--- src/rtl/seq_multiplier_if.sv ---
// rtl/seq_multiplier_if.sv - start/busy/done operand and product bundle for seq_multiplier
interface seq_multiplier_if #(
    parameter int WIDTH = 4
);
    logic                 start;
    logic [WIDTH-1:0]     A;
    logic [WIDTH-1:0]     B;
    logic                 busy;
    logic                 done;
    logic [2*WIDTH-1:0]   P;

    modport master (output start, A, B, input busy, done, P);
    modport slave  (input start, A, B, output busy, done, P);
endinterface

--- src/rtl/seq_multiplier.sv ---
// rtl/seq_multiplier.sv - iterative unsigned shift-add multiplier, one partial product per clock
// Optional: SEQ_MULTIPLIER_EARLY_TERM_EN ends the operation once no multiplier bits remain.
module seq_multiplier #(
    parameter int WIDTH = 4
) (
    input  logic             clk,
    input  logic             rst_n,
    seq_multiplier_if.slave  bus
);
    localparam int PW = 2 * WIDTH;
    localparam int CW = $clog2(WIDTH);
    localparam logic [CW-1:0] LAST_ITER = CW'(WIDTH - 1);

    typedef enum logic [1:0] {IDLE, CALC, DONE} state_t;

    state_t          state;
    logic [PW-1:0]   acc;
    logic [PW-1:0]   mcand;
    logic [WIDTH-1:0] mult;
    logic [CW-1:0]   cnt;
    logic [PW-1:0]   acc_next;
    logic [WIDTH-1:0] mult_next;
    logic            last;
    logic            busy_r;
    logic            done_r;
    logic [PW-1:0]   p_r;

    always_comb begin
        acc_next  = acc + (mult[0] ? mcand : '0);
        mult_next = mult >> 1;
`ifdef SEQ_MULTIPLIER_EARLY_TERM_EN
        last      = (cnt == LAST_ITER) || (mult_next == '0);
`else
        last      = (cnt == LAST_ITER);
`endif
    end

    always_ff @(posedge clk) begin
        if (!rst_n) begin
            state  <= IDLE;
            acc    <= '0;
            mcand  <= '0;
            mult   <= '0;
            cnt    <= '0;
            busy_r <= 1'b0;
            done_r <= 1'b0;
            p_r    <= '0;
        end else begin
            case (state)
                IDLE, DONE: begin
                    done_r <= 1'b0;
                    busy_r <= 1'b0;
                    state  <= IDLE;
                    if (bus.start) begin
                        mcand <= PW'(bus.A);
                        mult  <= bus.B;
                        acc   <= '0;
                        cnt   <= '0;
`ifdef SEQ_MULTIPLIER_EARLY_TERM_EN
                        // A zero operand cannot contribute anything, so skip the iterations.
                        if (bus.A == '0 || bus.B == '0) begin
                            p_r    <= '0;
                            done_r <= 1'b1;
                            state  <= DONE;
                        end else begin
                            busy_r <= 1'b1;
                            state  <= CALC;
                        end
`else
                        busy_r <= 1'b1;
                        state  <= CALC;
`endif
                    end
                end
                CALC: begin
                    acc   <= acc_next;
                    mcand <= mcand << 1;
                    mult  <= mult_next;
                    cnt   <= cnt + 1'b1;
                    if (last) begin
                        p_r    <= acc_next;
                        busy_r <= 1'b0;
                        done_r <= 1'b1;
                        state  <= DONE;
                    end
                end
                default: begin
                    busy_r <= 1'b0;
                    done_r <= 1'b0;
                    state  <= IDLE;
                end
            endcase
        end
    end

    assign bus.busy = busy_r;
    assign bus.done = done_r;
    assign bus.P    = p_r;
endmodule
--- src/flat_wrapper.sv ---
// flat-port wrapper written by rule: the top's interface ports become plain ports
module seq_multiplier_flat 
#(
    parameter int WIDTH = 4
)
  (clk, rst_n, bus_start, bus_A, bus_B, bus_busy, bus_done, bus_P);
  seq_multiplier_if #(.WIDTH(WIDTH)) bus_i ();
  input  logic clk;
  input  logic rst_n;
  input wire logic [$bits(bus_i.start)-1:0] bus_start;
  input wire logic [$bits(bus_i.A)-1:0] bus_A;
  input wire logic [$bits(bus_i.B)-1:0] bus_B;
  output wire logic [$bits(bus_i.busy)-1:0] bus_busy;
  output wire logic [$bits(bus_i.done)-1:0] bus_done;
  output wire logic [$bits(bus_i.P)-1:0] bus_P;
  assign bus_i.start = bus_start;
  assign bus_i.A = bus_A;
  assign bus_i.B = bus_B;
  assign bus_busy = bus_i.busy;
  assign bus_done = bus_i.done;
  assign bus_P = bus_i.P;
  seq_multiplier #(.WIDTH(WIDTH)) u_core (.clk(clk), .rst_n(rst_n), .bus(bus_i));
endmodule
--- config.mk ---
export PLATFORM = sky130hd
export DESIGN_NAME = seq_multiplier_flat
export DESIGN_NICKNAME = d
export VERILOG_FILES = /design/src/rtl/seq_multiplier_if.sv /design/src/rtl/seq_multiplier.sv /design/src/flat_wrapper.sv
export SDC_FILE = /design/constraint.sdc
export NUM_CORES = 1
export LEC_CHECK = 0
export CAP_MARGIN = 30
export CORE_ASPECT_RATIO = 2
export CORE_UTILIZATION = 49
export DETAILED_ROUTE_END_ITERATION = 8
export GPL_TIMING_DRIVEN = 0
export PLACE_DENSITY = 0.81
export RECOVER_POWER = 25
export SYNTH_ARGS = -nofsm -noshare
export SYNTH_HDL_FRONTEND = slang
export SYNTH_SLANG_ARGS = --single-unit
export TNS_END_PERCENT = 1
--- constraint.sdc ---
create_clock -name clk -period 2.59 [get_ports clk]
set_clock_uncertainty 0.2 [all_clocks]
set_input_delay 0.259 -clock clk [delete_from_list [all_inputs] [get_ports clk]]
set_output_delay 0.259 -clock clk [all_outputs]
set_load 0.02 [all_outputs]
==> impl_metrics.env, run 1 <==
export IMPL_start_util=0.5237
export IMPL_cts_repair_resized=0
export IMPL_r2r_start="u_core.mult[0]"
export IMPL_hpwl_um=2872
export IMPL_routed_wirelength_um=3752
export IMPL_clk_path_buf_depth=2
export IMPL_num_nets_final=216
export IMPL_drtAntennaViolNets=0
export IMPL_synth_ff_type="dfxtp_1"
export IMPL_cts_sinks=33
export IMPL_worst_slew_pin_transition_ns=0.4954
export IMPL_clock_root_buffer="clkbuf_8"
export IMPL_required_ns=2.62
export IMPL_cap_violations=0
export IMPL_ctsHoldBuffers=0
export IMPL_worstSkewPairLatency_ns=0.28
export IMPL_synth_area_um2=1578
export IMPL_end_kind="register"
export IMPL_synth_seq_cells=33
export IMPL_grt_usage=0.2376
export IMPL_drcViolationCount=0
export IMPL_placed_area_um2=1815
export IMPL_syn_num_nets=189
export IMPL_synth_yosys_seq_area_share=0.4187
export IMPL_synth_cell_type_count=46
export IMPL_p_leak_uw=0.0007634
export IMPL_fin_setup_tns_ns=0
export IMPL_crit_path_start="u_core.mult[0]"
export IMPL_fmaxAchievable_mhz=412.9
export IMPL_start_kind="register"
export IMPL_period_share=0.9352
export IMPL_grt_pass1_wl_um=6134
export IMPL_post_cts_buffers=0
export IMPL_setup_viol=0
export IMPL_dieWidth_um=42.13
export IMPL_grt_setup_unrepaired="false"
export IMPL_port_buffer_count=20
export IMPL_htree_num_levels=2
export IMPL_ys_warn_count=0
export IMPL_stdcell_area_um2=1889
export IMPL_clk_pin_slew_worst_paths_ns=0.07
export IMPL_syn_inst=169
export IMPL_core_um2=3013
export IMPL_synth_edf_count=0
export IMPL_cts_tree="yes"
export IMPL_finalHoldViolations=0
export IMPL_hold_path_class="register to register"
export IMPL_drive_gt1_frac=0.06091
export IMPL_crit_arrival_ns=2.45
export IMPL_hp_start="u_core.bus.P[6]"
export IMPL_first_pass_iters=4
export IMPL_antenna_found_initial=0
export IMPL_report_final_slew_viol_count=0
export IMPL_gp_congestion=0.9001
export IMPL_status="finished clean"
export IMPL_syn_avg_cell_area_um2=9.336
export IMPL_async_flop_share=0
export IMPL_diodes=0
export IMPL_p_per_area_nw_per_um2=530.7
export IMPL_routed_via_density=6.198
export IMPL_area_growth_pct=19.75
export IMPL_grt_overflow=0
export IMPL_fin_crit_ns=2.422
export IMPL_design_die_area_um2=3465
export IMPL_max_slew_margin=0.6697
export IMPL_fp_row_count=28
export IMPL_critPathKind="register to register"
export IMPL_grt_pass1_vias=1332
export IMPL_wl_per_cell_um=16.53
export IMPL_numCtsBuffers=5
export IMPL_io_pins=21
export IMPL_grt_max_degree=11
export IMPL_die_y_um=82.25
export IMPL_vias=1407
export IMPL_cp_max_fo=9
export IMPL_ir_drop_mv=0.5208
export IMPL_drtIter0Drc=61
-- critical path, stage by stage, from the launching register on --
cell       delay (ns)
dfxtp_1          0.37
and2_1           0.18
ha_1             0.21
fa_2             0.38
a211o_1          0.37
a2111oi_2        0.29
nand3b_1         0.22
a22o_1           0.16
-- state kept, by name (all words and copies together), names as in the netlist --
register	flops
u_core.acc	8
u_core.cnt	2
u_core.bus.done	1
u_core.mult	4
u_core.mcand	8
u_core.bus.busy	1
u_core.bus.P	8
u_core.state	1
-- kinds of logic (layout without fill, tap and decap cells) --
family / Yosys count / after routing / synth area share
adders and majority gates: 9 / 9 / 0.07613
AOI/OAI and AO/OA: 49 / 49 / 0.2443
DFF: 33 / 33 / 0.4187
xor gates and xnor gates: 2 / 2 / 0.01110
buffers and inverters: 8 / 36 / 0.02775
and+or+nand+nor: 68 / 68 / 0.2220
-- layer usage --
layer	up-vias	track usage	share of wire
met1	663	0.2439	0.36
met4	0	0.1625	0.036
met2	50	0.4313	0.57
li1	681	-	-
met5	-	0	0
met3	13	0.04130	0.041
-- synth_stat cells, drive strengths merged (3+ instances only) --
cell type,instances,share of area
dfxtp,33,0.42
nand2,16,0.038
nor2,16,0.038
and2,11,0.044
a22o,8,0.044
ha,8,0.063
o21ai,7,0.022
nand3,6,0.019
o221ai,6,0.033
a21oi,5,0.018
a21boi,4,0.019
buf,4,0.018
nor2b,4,0.016
clkbuf,3,0.0071
-- final timing paths --
kind | endpoint | slack [ns] | cells past startpoint
max reg2reg | u_core.acc[6] | 0.17 | 7
max | u_core.acc[6] | 0.17 | 7
min reg2reg | u_core.bus.P[6] | 0.26 | 2
min | u_core.bus.P[6] | 0.26 | 2
-- area by class of cell --
class,instances,area (um^2)
Timing Repair Buffer,20,200.2
Tap cell,30,37.54
Multi-Input combinational cell,128,875.8
Sequential cell,33,660.6
Fill cell,251,1124
Clock buffer,8,80.08
Buffer,7,31.28
Inverter,1,3.754
-- through the flow --
stage	total power, uW	utilization	cells	hold slack, ns	setup slack, ns
after floorplan	607.6	-	169	0.2301	0.3650
after global placement	643.7	0.6026	219	0.2432	0.1767
after detailed placement	648.5	0.6026	219	0.2570	0.1111
after CTS	1012	0.6292	227	0.2659	0.09896
after global routing	1035	0.6271	227	0.2905	0.02404
final	1003	0.6271	227	0.2640	0.1678
-- report_power, final --
part           total (uW)  switching [uW]  internal [uW]
Combinational        97.6            53.4           44.3
Clock                 367             176            191
Sequential            538            13.9            524
Total                1000             244            759
-- layout by cell type, fill, tap and decap left out, types with 6 or more instances in the layout --
master / instances
dfxtp_1: 33
clkdlybuf4s50_1: 19
nand2_1: 16
nor2_1: 16
and2_1: 10
clkbuf_1: 8
a22o_1: 8
ha_1: 8
o21ai_0: 7
nand3_1: 6
o221ai_1: 6
(Power assumes the default switching activity.)
==> run 2: changes to the inputs <==
CORE_UTILIZATION = 53   (was 49)
PLACE_DENSITY = 0.86   (was 0.81)
==> run 2 against run 1 <==
Compared with the run above:
- maximum frequency is 2.6% lower
- sequential power hardly changed
- routed wire length is 0.51% higher
- combinational power hardly changed
- global-route usage is 4.2 points higher
- total power is 0.31% higher
- flip-flop and latch count stayed put
- die area is 7.3% lower
==> impl_metrics.env, run 2 (synthesis results as in run 1) <==
export IMPL_status="finished clean"
export IMPL_fin_setup_tns_ns=0
export IMPL_use_met2=0.4905
export IMPL_finalHoldViolations=0
export IMPL_cap_violations=0
export IMPL_reg2reg_slack_ns=0.10
export IMPL_place_ws_ns=0.1070
export IMPL_post_cts_buffers=0
export IMPL_grt_overflow=0
export IMPL_grt_usage=0.2794
export IMPL_dieWidth_um=40.58
export IMPL_p_comb_frac=0.097
export IMPL_grtUsageMet1=0.2742
export IMPL_ir_drop_mv=0.4828
export IMPL_worstReg2RegEnd="u_core.acc[6]"
export IMPL_design_die_area_um2=3212
export IMPL_required_ns=2.63
export IMPL_clk_path_buf_depth=2
export IMPL_report_final_slew_viol_count=0
export IMPL_drtIter0Drc=37
export IMPL_critPathKind="register to register"
export IMPL_fin_crit_ns=2.486
export IMPL_cts_tree="yes"
export IMPL_cts_repair_resized=0
export IMPL_worst_slew_pin_transition_ns=0.4890
export IMPL_whs_path_depth=2
export IMPL_p_switching_uw=252.0
export IMPL_io_pins=21
export IMPL_grt_pass1_vias=1425
export IMPL_timing_final_ws_setup_ns=0.1042
export IMPL_grt_max_degree=11
export IMPL_layout_commonest_cell="dfxtp_1"
export IMPL_fp_row_count=27
export IMPL_grt_pass1_wl_um=6147
export IMPL_ctsHoldBuffers=0
export IMPL_max_slew_margin=0.6740
export IMPL_vias=1381
export IMPL_htree_num_levels=2
export IMPL_start_kind="register"
export IMPL_power_frac_seq=0.535
export IMPL_ff2ff_path_depth=7
export IMPL_area_growth_pct=19.67
export IMPL_slowest_stage="fa_1"
export IMPL_end_kind="register"
export IMPL_wl_per_cell_um=16.69
export IMPL_diodes=0
export IMPL_critical_path_cell_chain="and2_1, ha_1, fa_1, a211o_1, a2111oi_2, nand3b_1, a22o_1"
export IMPL_grt_busiest_layer="met2"
export IMPL_hp_start="u_core.bus.P[4]"
export IMPL_cp_max_fo=9
export IMPL_fmaxAchievable_mhz=402.3
export IMPL_routed_via_density=6.111
export IMPL_gp_congestion=0.8894
export IMPL_p_sw_frac=0.2505
export IMPL_numCtsBuffers=5
export IMPL_period_share=0.9598
export IMPL_grt_setup_unrepaired="false"
export IMPL_whs_endpoint="u_core.bus.P[4]"
export IMPL_core_um2=2804
export IMPL_layout_common_cells="dfxtp_1, clkdlybuf4s50_1, nand2_1, nor2_1, and2_1"
export IMPL_power_internal_uw=753.9
export IMPL_antenna_found_initial=0
export IMPL_drive_gt1_frac=0.06599
export IMPL_drtAntennaViolNets=0
export IMPL_clk_pin_slew_worst_paths_ns=0.07
export IMPL_num_nets_final=216
export IMPL_setup_viol=0
export IMPL_clock_power_share=0.368
export IMPL_first_pass_iters=4
export IMPL_clock_root_buffer="clkbuf_8"
export IMPL_met3_usage=0.06425
export IMPL_p_per_area_nw_per_um2=532.8
export IMPL_cts_sinks=33
export IMPL_worstSkewPairLatency_ns=0.29
export IMPL_post_route_util=0.6734
export IMPL_p_leak_uw=0.0007714
export IMPL_slowest_delay_ns=0.43
export IMPL_drcViolationCount=0
export IMPL_die_y_um=79.16
export IMPL_crit_arrival_ns=2.52
export IMPL_port_buffer_count=20
export IMPL_hold_path_class="register to register"
export IMPL_start_util=0.5627
export IMPL_routed_wirelength_um=3771
export IMPL_hpwl_um=2885
export IMPL_r2r_start="u_core.mult[0]"
## run 2: cell types whose count changed in the layout (fill, tap and decap cells not counted), sizes merged
cell | before | now
clkbuf | 13 | 11
clkinv | 0 | 2
## run 2: layout make-up
class | instances | area [um^2]
fillers | 238 | 915.9
well taps | 29 | 36.28
flip-flops and latches | 33 | 660.6
clock buffers | 6 | 72.57
inverters | 1 | 3.754
plain buffers | 7 | 31.28
clock inverters | 2 | 10.01
multi-input cells | 128 | 873.3
repair buffers | 20 | 200.2
## run 2: power groups by stage
stage / Clock, uW / Combinational (uW) / Sequential, uW
finish: 370 / 97.9 / 538
global route: 392 / 108 / 540
CTS: 373 / 101 / 538
detailed placement: 0 / 99.6 / 549
global placement: 0 / 96.4 / 547
floorplan: 0 / 61.4 / 546
## run 2: worst max-delay path by stage
| stage | slack, ns | endpoint | from |
|---|---|---|---|
| floorplan | 0.37 | u_core.acc[6] | u_core.mult[0] |
| global placement | 0.19 | u_core.acc[6] | u_core.mult[0] |
| detailed placement | 0.11 | u_core.acc[6] | u_core.mult[0] |
| CTS | 0.09 | u_core.acc[6] | u_core.mult[0] |
| global route | 0.02 | u_core.acc[6] | u_core.mult[0] |
| finish | 0.10 | u_core.acc[6] | u_core.mult[0] |
## run 2: critical path: cells and delay by family, from the launching register on
family	cells	cell delay, ns
compound gates	3	0.84
fa+ha+maj	2	0.64
simple gates	2	0.39
flops	1	0.37
## run 2: metrics by stage
step                      cells  power, uW  area, um^2  hold WS (ns)
after global routing        226       1039        1888        0.2850
after global placement      218      643.8        1814        0.2445
final                       226       1006        1888        0.2604
after floorplan             169      607.6        1578        0.2301
after detailed placement    218      648.7        1814        0.2559
after CTS                   226       1012        1897        0.2655
## run 2: routing by layer
| metal | share of wire | wire [um] | up-vias |
|---|---|---|---|
| met3 | 0.027 | 101 | 12 |
| met5 | 0 | 0 | - |
| li1 | - | - | 677 |
| met2 | 0.58 | 2185 | 24 |
| met1 | 0.35 | 1326 | 668 |
| met4 | 0.042 | 158 | 0 |
==> run 3: changes to the inputs <==
CELL_PAD_IN_SITES_DETAIL_PLACEMENT = 1   (was unset)
CELL_PAD_IN_SITES_GLOBAL_PLACEMENT = 2   (was unset)
CORE_UTILIZATION = 33   (was 53)
==> run 3 against run 2 <==
Compared with the run above:
- final area increased by 2.8%
- global-route usage decreased by 8.2 points
- die area increased by 58%
- flip-flop and latch count unchanged
- largest power group unchanged
- sequential power about the same
- sequential share of layout area decreased by 0.88 points
- total power increased by 6.6%
- worst setup slack improved by 0.012 ns
- maximum frequency increased by 0.50%
- first-iteration DRC count decreased by 76%
- clock power increased by 16%
==> impl_metrics.env, run 3 (synthesis results as in run 1) <==
export IMPL_hold_path_class="register to register"
export IMPL_io_pins=21
export IMPL_num_nets_final=216
export IMPL_routed_via_density=5.655
export IMPL_first_pass_iters=4
export IMPL_place_ws_ns=0.09046
export IMPL_drcViolationCount=0
export IMPL_report_final_slew_viol_count=0
export IMPL_max_slew_margin=0.6323
export IMPL_power_internal_uw=808.8
export IMPL_critPathKind="register to register"
export IMPL_p_switching_uw=263.5
export IMPL_grt_max_degree=11
export IMPL_placed_area_um2=1847
export IMPL_cts_tree="yes"
export IMPL_htree_num_levels=2
export IMPL_ir_drop_mv=0.3476
export IMPL_timing_final_ws_setup_ns=0.1167
export IMPL_dieWidth_um=50.90
export IMPL_grt_pass1_vias=1613
export IMPL_stdcell_area_um2=1941
export IMPL_cp_num_buf_inv=0
export IMPL_status="finished clean"
export IMPL_drtAntennaViolNets=0
export IMPL_design_die_area_um2=5079
export IMPL_crit_arrival_ns=2.50
export IMPL_numCtsBuffers=5
export IMPL_clk_pin_slew_worst_paths_ns=0.07
export IMPL_p_per_area_nw_per_um2=552.5
export IMPL_routed_wirelength_um=4450
export IMPL_grt_usage=0.1971
export IMPL_finalPower_uw=1072
export IMPL_drtIter0Drc=9
export IMPL_grt_setup_unrepaired="false"
export IMPL_slowest_delay_ns=0.43
export IMPL_period_share=0.9549
export IMPL_fp_row_count=35
export IMPL_drive_gt1_frac=0.07614
export IMPL_cp_max_fo=9
export IMPL_fin_setup_tns_ns=0
export IMPL_clk_path_buf_depth=2
export IMPL_core_um2=4598
export IMPL_power_frac_seq=0.503
export IMPL_worst_slew_pin_transition_ns=0.5516
export IMPL_finalHoldViolations=0
export IMPL_area_growth_pct=23.00
export IMPL_clock_root_buffer="clkbuf_8"
export IMPL_cts_sinks=33
export IMPL_p_leak_uw=0.0007817
export IMPL_worstSkewPairLatency_ns=0.28
export IMPL_grt_overflow=0
export IMPL_die_y_um=99.79
export IMPL_layout_common_cells="dfxtp_1, clkdlybuf4s50_1, nand2_1, nor2_1, and2_1"
export IMPL_setup_viol=0
export IMPL_wl_per_cell_um=17.66
export IMPL_gp_congestion=0.7988
export IMPL_hpwl_um=3515
export IMPL_layout_commonest_cell="dfxtp_1"
export IMPL_start_util=0.3431
export IMPL_n_fill_cell=559
export IMPL_diodes=0
export IMPL_crit_family="compound AO/OA/AOI/OAI gates"
export IMPL_post_cts_buffers=0
export IMPL_seqCellArea_um2=661.9
export IMPL_reg2reg_slack_ns=0.12
export IMPL_ctsHoldBuffers=0
export IMPL_fin_crit_ns=2.473
export IMPL_critical_path_cell_chain="and2_1, ha_1, fa_1, a211o_1, a2111oi_2, nand3b_1, a22o_1"
export IMPL_p_sw_frac=0.2457
export IMPL_p_comb_frac=0.095
export IMPL_start_kind="register"
export IMPL_grt_pass1_wl_um=7438
export IMPL_cap_violations=0
export IMPL_fmaxAchievable_mhz=404.3
export IMPL_required_ns=2.62
export IMPL_port_buffer_count=20
export IMPL_antenna_found_initial=0
export IMPL_post_route_util=0.4220
export IMPL_slowest_stage="fa_1"
export IMPL_clock_power_share=0.402
export IMPL_vias=1425
export IMPL_multi_input_area_um2=873.3
export IMPL_end_kind="register"
## run 3: area by class of cell
class / instances / area share
clock inverters: 1 / 0.002579
repair buffers: 20 / 0.1032
clock buffers: 7 / 0.04965
plain buffers: 7 / 0.01612
inverters: 1 / 0.001934
multi-input cells: 128 / 0.4500
well taps: 55 / 0.03546
flip-flops and latches: 33 / 0.3411
## run 3: power groups by stage
| stage | Combinational, uW | Sequential, uW | Clock (uW) |
|---|---|---|---|
| 4_1_cts | 105 | 539 | 441 |
| 3_3_place_gp | 99.5 | 549 | 0 |
| 5_1_grt | 114 | 542 | 462 |
| 2_1_floorplan | 61.4 | 546 | 0 |
| 6_report | 102 | 539 | 431 |
| 3_5_place_dp | 105 | 550 | 0 |
## run 3: path summary, 6_finish.rpt
check	to	from	depth (start not counted)
max	u_core.acc[6]	u_core.mult[0]	7
min	u_core.acc[2]	u_core.acc[2]	2
max reg2reg	u_core.acc[6]	u_core.mult[0]	7
min reg2reg	u_core.acc[2]	u_core.acc[2]	2
## run 3: timing repair
item / in CTS / in global routing
hold endpoints to repair: 0 / 0
resized for setup: 0 / 1
setup endpoints to repair: 0 / 2
## run 3: stage by stage
stage               hold WS [ns]  cells
global route              0.2869    252
global placement          0.2486    244
detailed placement        0.2609    244
finish                    0.2754    252
CTS                       0.2739    252
floorplan                 0.2301    169
## run 3: tightest hold or removal path: stages, from the launching register on
cell and delay, ns:
dfxtp_1 0.34, nand2_1 0.05, o21ai_0 0.06
## run 3: layer usage
| layer | wire length, um | GRT usage | up-vias |
|---|---|---|---|
| met5 | 0 | 0 | - |
| met4 | 209 | 0.1175 | 0 |
| met3 | 106 | 0.03030 | 17 |
| met2 | 2645 | 0.3949 | 32 |
| met1 | 1490 | 0.1709 | 703 |
| li1 | - | - | 673 |
